### config.mk
export PLATFORM = sky130hd
export DESIGN_NAME = seg_counter_scan
export DESIGN_NICKNAME = d
export VERILOG_FILES = /design/src/rtl/seg_counter_scan.sv
export SDC_FILE = /design/constraint.sdc
export NUM_CORES = 1
export LEC_CHECK = 0
export CORE_MARGIN = 5
export CORE_UTILIZATION = 45
export CTS_CLUSTER_DIAMETER = 80
export DETAILED_ROUTE_END_ITERATION = 8
export PLACE_DENSITY = 0.75
export SYNTH_ARGS = -nofsm -noshare
export SYNTH_HDL_FRONTEND = slang
export SYNTH_SLANG_ARGS = --single-unit
### constraint.sdc
create_clock -name CLK -period 3.5 [get_ports CLK]
set_input_delay 0.7 -clock CLK [delete_from_list [all_inputs] [get_ports CLK]]
set_output_delay 0.7 -clock CLK [all_outputs]
set_load 0.03 [all_outputs]
### src/rtl/seg_counter_scan.sv
// seg_counter_scan: prescaled hex/BCD counter shown on a multiplexed common-anode
// seven-segment bank with inter-digit blanking, leading-zero suppression and a display hold latch.
module seg_counter_scan #(
  parameter int unsigned CLK_HZ   = 12000000,
  parameter int unsigned TICK_HZ  = 1,
  parameter int unsigned DIGITS   = 4,
  parameter int unsigned SCAN_HZ  = 1000,
  parameter int unsigned BLANK    = 2,
  parameter int unsigned DECIMAL  = 0,
  parameter int unsigned LZ_BLANK = 0
) (
  input  logic                CLK,
  input  logic                RST,
  input  logic                EN,
  input  logic                CLR,
  input  logic                HOLD,
  output logic [6:0]          SEG,
  output logic [DIGITS-1:0]   COMM,
  output logic [4*DIGITS-1:0] COUNT,
  output logic                TICK,
  output logic                WRAP
);

  localparam int unsigned P  = CLK_HZ / TICK_HZ;
  localparam int unsigned S  = CLK_HZ / (SCAN_HZ * DIGITS);
  localparam int unsigned CW = 4 * DIGITS;
  localparam int unsigned PW = (P > 1) ? $clog2(P) : 1;
  localparam int unsigned SW = (S > 1) ? $clog2(S) : 1;
  localparam int unsigned IW = (DIGITS > 1) ? $clog2(DIGITS) : 1;
  localparam logic [3:0] NIB_MAX = (DECIMAL != 0) ? 4'd9 : 4'd15;
  localparam logic [6:0] SEG_OFF = 7'h7F;

  // Active-low glyphs {g..a} for nibble values 0-F.
  function automatic logic [6:0] font(input logic [3:0] n);
    case (n)
      4'h0:    font = 7'h40;
      4'h1:    font = 7'h79;
      4'h2:    font = 7'h24;
      4'h3:    font = 7'h30;
      4'h4:    font = 7'h19;
      4'h5:    font = 7'h12;
      4'h6:    font = 7'h02;
      4'h7:    font = 7'h78;
      4'h8:    font = 7'h00;
      4'h9:    font = 7'h10;
      4'hA:    font = 7'h08;
      4'hB:    font = 7'h03;
      4'hC:    font = 7'h46;
      4'hD:    font = 7'h21;
      4'hE:    font = 7'h06;
      default: font = 7'h0E;
    endcase
  endfunction

  logic [PW-1:0]     presc_q, presc_d;
  logic              tick_q, tick_d;
  logic              wrap_q, wrap_d;
  logic [CW-1:0]     count_q, count_d;
  logic [CW-1:0]     disp_q, disp_d;
  logic [SW-1:0]     slot_q, slot_d;
  logic [IW-1:0]     idx_q, idx_d;
  logic [DIGITS-1:0] comm_q, comm_d;
  logic [6:0]        seg_q, seg_d;

  logic [CW-1:0]     inc_c;
  logic              carry_c;
  logic [3:0]        nib_c;
  logic              zero_above_c;
  logic [DIGITS-1:0] lz_dark_c;
  logic [3:0]        sel_nib_c;
  logic              sel_dark_c;

  // Nibble-wise ripple increment; carry out of the top nibble means the count rolled to zero.
  always_comb begin
    inc_c   = count_q;
    carry_c = 1'b1;
    nib_c   = 4'd0;
    for (int i = 0; i < DIGITS; i++) begin
      nib_c = count_q[4*i +: 4];
      if (carry_c) begin
        if (nib_c >= NIB_MAX) begin
          nib_c = 4'd0;
        end else begin
          nib_c   = nib_c + 4'd1;
          carry_c = 1'b0;
        end
      end
      inc_c[4*i +: 4] = nib_c;
    end
  end

  // Leading-zero mask and selection of the latched nibble for the current scan index.
  always_comb begin
    zero_above_c = 1'b1;
    lz_dark_c    = '0;
    sel_nib_c    = 4'd0;
    sel_dark_c   = 1'b0;
    for (int i = DIGITS - 1; i >= 0; i--) begin
      zero_above_c = zero_above_c & (disp_q[4*i +: 4] == 4'd0);
      lz_dark_c[i] = (LZ_BLANK != 0) && (i > 0) && zero_above_c;
    end
    for (int i = 0; i < DIGITS; i++) begin
      if (idx_q == IW'(i)) begin
        sel_nib_c  = disp_q[4*i +: 4];
        sel_dark_c = lz_dark_c[i];
      end
    end
  end

  // Prescaler, counter and display latch; CLR overrides tick/enable and clears the latch.
  always_comb begin
    presc_d = (presc_q == '0) ? PW'(P - 1) : presc_q - PW'(1);
    tick_d  = (presc_d == '0);
    count_d = count_q;
    wrap_d  = 1'b0;
    if (tick_q && EN) begin
      count_d = inc_c;
      wrap_d  = carry_c;
    end
    disp_d = HOLD ? disp_q : count_q;
    if (CLR) begin
      presc_d = PW'(P - 1);
      tick_d  = 1'b0;
      count_d = '0;
      wrap_d  = 1'b0;
      disp_d  = '0;
    end
  end

  // Scan slot/index sequencing and the segment/anode drive for the next cycle.
  always_comb begin
    slot_d = slot_q + SW'(1);
    idx_d  = idx_q;
    if (slot_q == SW'(S - 1)) begin
      slot_d = '0;
      idx_d  = (idx_q == IW'(DIGITS - 1)) ? '0 : idx_q + IW'(1);
    end
    comm_d = '0;
    seg_d  = SEG_OFF;
    if (slot_q >= SW'(BLANK)) begin
      for (int i = 0; i < DIGITS; i++) begin
        comm_d[i] = (idx_q == IW'(i));
      end
      if (!sel_dark_c && !((DECIMAL != 0) && (sel_nib_c > 4'd9))) begin
        seg_d = font(sel_nib_c);
      end
    end
  end

  // State registers with synchronous reset.
  always_ff @(posedge CLK) begin
    if (RST) begin
      presc_q <= PW'(P - 1);
      tick_q  <= 1'b0;
      wrap_q  <= 1'b0;
      count_q <= '0;
      disp_q  <= '0;
      slot_q  <= '0;
      idx_q   <= '0;
      comm_q  <= '0;
      seg_q   <= SEG_OFF;
    end else begin
      presc_q <= presc_d;
      tick_q  <= tick_d;
      wrap_q  <= wrap_d;
      count_q <= count_d;
      disp_q  <= disp_d;
      slot_q  <= slot_d;
      idx_q   <= idx_d;
      comm_q  <= comm_d;
      seg_q   <= seg_d;
    end
  end

  assign SEG   = seg_q;
  assign COMM  = comm_q;
  assign COUNT = count_q;
  assign TICK  = tick_q;
  assign WRAP  = wrap_q;

endmodule

==> impl_metrics.py, run 1 <==
metrics = {
    "run_status": {
        "status": "finished, final reports clean",
    },
    "cts": {
        "cts-resized-gates": 0,
        "clock-sinks": 83,
        "cts_buffer_depth": 2,
        "path_clk_slew_ps": 90,
        "cts_hold_buf": 0,
        "cts_htree_levels": 3,
        "cts_made_buffers": 9,
        "cts-root-buf": "clkbuf_8",
        "cts_setup_buffers": 0,
        "clock_latency_ps": 350,
        "cts_tree": "yes",
    },
    "sta": {
        "fin_crit_sh_pct": 76.7,
        "hold_viol": 0,
        "fin_ws_ps": 815,
        "rsz0062_at_grt": "no",
        "finalSetupViolCount": 0,
        "clock_skew_ps": 11.2,
        "drv_slew": 0,
        "worstMarginPinSlew_ps": 938,
        "min_period_ps": 2690,
        "fmax_mhz": 372,
        "tns_ps": 0,
        "relSlewSlack_pct": 37.2,
    },
    "setup_path": {
        "slowest_stage": "or4b_1",
        "startpoint": "presc_q[6]$_SDFF_PP1_",
        "cp.arrival_ps": 2990,
        "crit_chain": "or4_4 > or4b_1 > o31a_1 > a2111oi_4 > o2111a_1 > and4_1",
        "worst_ep_required_time_ps": 3800,
        "r2r_start": "presc_q[6]$_SDFF_PP1_",
        "r2r_setup_slack_ps": 810,
        "crit_fanout": 6,
        "rr_endpoint": "TICK$_SDFF_PP0_",
        "cp_slowest_stage_delay_ps": 620,
        "path_class": "flop to flop",
        "worstSetupEndpointType": "flop",
        "cp-start-kind": "flop",
        "reg2reg_depth": 6,
    },
    "placed_design": {
        "hpwl_um": 5660,
        "post-place-ws_ps": 650,
        "io_buffers": 33,
        "gp_congestion": 0.835,
    },
    "finish": {
        "final_util_pct": 53.9,
        "fill_cells": 756,
        "regArea_um2": 1660,
        "nets": 491,
        "n_antenna_cell": 0,
        "syn2layout_area_growth_pct": 16.0,
        "final_common_cell": "dfxtp_1",
        "mostFrequentLayoutCells": "dfxtp_1 (83), nor2_1 (64), nand2_1 (44)",
        "multiInputGateArea_um2": 2090,
        "layout-drive-gt1-share_pct": 6.34,
    },
    "route": {
        "first_pass_iters": 4,
        "wl_um": 7660,
        "antenna_left": 0,
        "drt_first_iter_violations": 133,
        "via_count": 3131,
        "post-route-drc-count": 0,
        "vias_per_cell": 5.42,
        "wl_per_cell_um": 13.3,
    },
    "min_path": {
        "holdCritStartpoint": "presc_q[0]$_SDFF_PP1_",
        "hp-class": "flop to flop",
        "holdPathStages": 1,
        "hold_end": "presc_q[0]$_SDFF_PP1_",
    },
    "floorplanning": {
        "io_pins": 34,
        "fp.dieH_um": 103,
        "floorplan.initialDensity_pct": 46.5,
        "fp.dieW_um": 103,
        "placementRows": 33,
        "die_area_um2": 10500,
        "core-area_um2": 8300,
    },
    "logic_synthesis": {
        "synthArstFlopShare_pct": 0,
        "synthesis.area_um2": 3860,
        "synth_nets": 459,
        "ys_seq_area_share_pct": 43.1,
        "yosys.cell_types.count": 55,
        "synth_ff_type": "dfxtp_1",
        "synthCells": 436,
        "ys_ff_latch": 83,
        "synth-edff-count": 0,
        "synth_warnings": 0,
        "avgSynthCellArea_um2": 8.84,
    },
    "global_route": {
        "grt_usage_pct": 15.6,
        "grt_max_degree": 32,
        "overflow": 0,
        "antenna_found_initial": 0,
        "first_global_vias": 2980,
        "grt_pass1_wl_um": 13300,
    },
    "job": {
        "maxCapViolCount": 0,
    },
    "power": {
        "power_density_nw_per_um2": 379,
        "ir_drop_v": 0.000177,
        "design_power_total_mw": 1.70,
        "total_leakage_power_nw": 1.59,
    },
}
==> synth_stat cells, drive strengths merged, types with 4 or more instances <==
library cell / number / area, um2
nor2: 64 / 240
nor4: 4 / 31.3
xnor2: 16 / 140
inv: 12 / 45.0
nor3: 17 / 85.1
and3: 5 / 31.3
dfxtp: 83 / 1660
or3: 7 / 45.1
o21ai: 14 / 70.1
ha: 18 / 225
nand4: 9 / 56.3
clkbuf: 12 / 45.0
a21oi: 15 / 75.1
and2: 5 / 31.3
mux2i: 24 / 240
nand3: 18 / 90.1
xor2: 19 / 166
nand2: 44 / 165
buf: 4 / 16.3
==> per-stage QoR <==
stage	hold slack (ps)	std cells	area (um2)
after global placement	391	562	4290
after global routing	463	578	4470
after detailed placement	400	562	4290
after floorplan	378	436	3860
final	419	578	4470
after CTS	421	578	4470
==> cell type report <==
type / instances / share of cell area (%)
Tap cell: 105 / 2.94
Clock inverter: 7 / 1.40
Inverter: 12 / 1.01
Timing Repair Buffer: 37 / 8.06
Sequential cell: 83 / 37.1
Clock buffer: 9 / 2.77
Multi-Input combinational cell: 325 / 46.7
==> flip-flops by register name, summed over array words and instances, names as in the netlist <==
signal / cells
presc_q: 24
slot_q: 12
COUNT: 16
SEG: 7
COMM: 4
idx_q: 2
TICK: 1
WRAP: 1
disp_q: 16
==> critical path, delay by kind of cell (launching register included) <==
kind	cells	cell delay, ps
AOI/OAI and AO/OA	3	910
DFF	1	360
and+or+nand+nor	3	1370
==> cell families (layout without fill, tap and decap cells) <==
family	after synthesis	count (layout)	synth area share, %
AO/OA/AOI/OAI	53	53	9.44
XOR/XNOR	35	35	7.95
adder cells (fa/ha/maj)	18	18	5.84
buffers and inverters	28	65	2.76
flip-flops	83	83	43.1
multiplexers	24	24	6.23
AND/OR/NAND/NOR	195	195	24.7
==> worst max path at each step <==
stage                             end  slack [ps]  cells after the start
3_5_place_dp   COUNT[15]$_SDFFE_PP0P_         650                      7
4_1_cts               TICK$_SDFF_PP0_         800                      6
6_report              TICK$_SDFF_PP0_         810                      6
5_1_grt             SEG[4]$_SDFF_PP1_         650                      9
2_1_floorplan         TICK$_SDFF_PP0_         930                      7
3_3_place_gp   COUNT[15]$_SDFFE_PP0P_         680                      7
==> where the power goes <==
part	internal (mW)	switching [mW]	leakage (nW)	total, mW
Clock	0.269	0.374	0.0855	0.643
Sequential	0.957	0.00621	0.672	0.963
Combinational	0.0353	0.0541	0.829	0.0894
==> per-layer routing <==
metal / GRT usage [%] / vias to the layer above / part of all wire, %
li1: - / 1588 / -
met1: 20.1 / 1470 / 48
met2: 25.1 / 55 / 46
met3: 2.77 / 18 / 4.0
met4: 7.87 / 0 / 2.5
met5: 0 / - / 0
No activity file was read; power rests on OpenSTA's default activity.
==> run 2, diff against run 1 <==
Settings changed: PLACE_DENSITY 0.75 to 0.77.
Clock period 3.5 ns to 2.4 ns, I/O delays scaled along.
==> impl_metrics.py, run 2 (same netlist as run 1, synthesis figures left out) <==
metrics = {
    "sta": {
        "clock_skew_ps": 10.6,
        "fmax_mhz": 421,
        "relSlewSlack_pct": 62.0,
        "fin_crit_sh_pct": 99.0,
        "worstMarginPinSlew_ps": 570,
        "finalSetupViolCount": 0,
        "fin_ws_ps": 24.4,
        "drv_slew": 0,
        "hold_viol": 0,
        "min_period_ps": 2380,
        "rsz0062_at_grt": "yes",
    },
    "placed_design": {
        "gp_congestion": 0.901,
        "dpl_cell_area_um2": 4480,
        "hpwl_um": 5900,
        "place_inst": 586,
        "io_buffers": 33,
        "post-place-ws_ps": 9.00,
    },
    "route": {
        "wl_per_cell_um": 13.6,
        "met3WireLength_um": 332,
        "drt_first_iter_violations": 155,
        "highest_layer": "met4",
        "wl_um": 8170,
        "first_pass_iters": 4,
        "post-route-drc-count": 0,
        "vias_per_cell": 5.31,
        "met1_length_um": 3980,
        "via_count": 3196,
        "wl_met2_um": 3720,
        "antenna_left": 0,
    },
    "floorplanning": {
        "placementRows": 33,
        "fp.dieH_um": 103,
        "fp.dieW_um": 103,
        "die_area_um2": 10500,
        "core-area_um2": 8300,
        "floorplan.initialDensity_pct": 46.5,
        "io_pins": 34,
    },
    "setup_path": {
        "cp_slowest_stage_delay_ps": 420,
        "rr_endpoint": "TICK$_SDFF_PP0_",
        "worstSetupEndpointType": "flop",
        "slowest_stage": "nor4b_1",
        "crit_family": "compound AO/OA/AOI/OAI gates",
        "crit_chain": "inv_1 > ha_1 > nand2b_1 > nor4b_1 > o21ai_0 > a2111oi_4 > o2111a_1 > and4_1",
        "path_class": "flop to flop",
        "r2r_start": "presc_q[0]$_SDFF_PP1_",
        "reg2reg_depth": 8,
        "cp-start-kind": "flop",
        "cp.arrival_ps": 2670,
        "r2r_setup_slack_ps": 20,
        "crit_fanout": 6,
        "worst_ep_required_time_ps": 2690,
        "cp.depth": 8,
        "path_buf_inv": 1,
    },
    "job": {
        "maxCapViolCount": 0,
    },
    "finish": {
        "nets": 515,
        "largest_reg_flops": 24,
        "syn2layout_area_growth_pct": 23.0,
        "layout-drive-gt1-share_pct": 11.9,
        "n_antenna_cell": 0,
        "stdcell_count": 602,
        "final_common_cell": "dfxtp_1",
        "fill_cells": 695,
        "mostFrequentLayoutCells": "dfxtp_1 (82), nor2_1 (64), nand2_1 (44)",
        "top_register": "presc_q",
        "final_cell_area_um2": 4740,
    },
    "min_path": {
        "hold_end": "presc_q[0]$_SDFF_PP1_",
        "holdPathStages": 1,
        "hp-class": "flop to flop",
        "holdCritStartpoint": "presc_q[0]$_SDFF_PP1_",
    },
    "global_route": {
        "antenna_found_initial": 0,
        "grt_max_degree": 32,
        "first_global_vias": 3108,
        "grt_usage_pct": 16.8,
        "grt_pass1_wl_um": 14200,
        "overflow": 0,
    },
    "cts": {
        "cts-root-buf": "clkbuf_8",
        "cts_htree_levels": 3,
        "cts_setup_buffers": 0,
        "cts_buffer_depth": 2,
        "clock_latency_ps": 350,
        "cts_tree": "yes",
        "path_clk_slew_ps": 80,
        "cts_made_buffers": 9,
        "clock-sinks": 83,
    },
    "power": {
        "power_density_nw_per_um2": 584,
        "total_leakage_power_nw": 1.76,
        "ir_drop_v": 0.000305,
        "design_power_total_mw": 2.77,
    },
    "run_status": {
        "status": "finished, final reports clean",
    },
}
==> run 2: cell types whose count changed in the layout (fill, tap and decap cells not counted), sizes merged <==
cell / before / now
buf: 4 / 28
clkinvlp: 3 / 0
inv: 14 / 13
clkbuf: 9 / 11
bufinv: 0 / 3
clkinv: 2 / 1
==> run 2: where the power goes <==
part	internal (mW)	switching (mW)
Clock	0.726	0.500
Combinational	0.0583	0.0812
Sequential	1.40	0.00872
==> run 2: layer usage <==
metal	up-vias	track usage [%]
met2	58	26.9
li1	1626	-
met1	1500	22.3
met5	-	0
met4	0	5.45
met3	12	4.19
==> run 2: cell type report <==
cell class	instances	area [um2]	area share, %
Clock inverter	5	108	2.27
Multi-Input combinational cell	325	2120	44.6
Timing Repair Buffer	61	541	11.4
Tap cell	105	131	2.77
Sequential cell	83	1660	35.0
Inverter	12	45.0	0.949
Clock buffer	11	141	2.98
==> run 2: per-stage QoR <==
stage	hold WS, ps	setup TNS, ps	utilization [%]
after global routing	443	-114	57.2
after CTS	421	0	57.0
final	422	0	57.2
after global placement	396	0	53.9
after floorplan	378	-44.9	-
after detailed placement	402	0	53.9
==> run 2: what timing repair did <==
item | 4_1_cts | 5_1_grt
setup endpoints to repair | 1 | 7
hold endpoints to repair | 0 | 0
resized for setup | 1 | 5
pin swaps | 0 | 3
hold buffers | 0 | 0
==> run 2: how the worst max path moves through the flow <==
stage	start	endpoint
global route	presc_q[0]$_SDFF_PP1_	TICK$_SDFF_PP0_
floorplan	presc_q[4]$_SDFF_PP1_	TICK$_SDFF_PP0_
detailed placement	presc_q[4]$_SDFF_PP1_	TICK$_SDFF_PP0_
global placement	presc_q[4]$_SDFF_PP1_	TICK$_SDFF_PP0_
CTS	presc_q[4]$_SDFF_PP1_	TICK$_SDFF_PP0_
finish	presc_q[0]$_SDFF_PP1_	TICK$_SDFF_PP0_
==> run 2: worst register-to-register path: stages (launching register included) <==
cell and delay [ps]:
dfxtp_1 340, inv_1 140, ha_1 280, nand2b_1 170, nor4b_1 420, o21ai_0 240
a2111oi_4 330, o2111a_1 220, and4_1 190
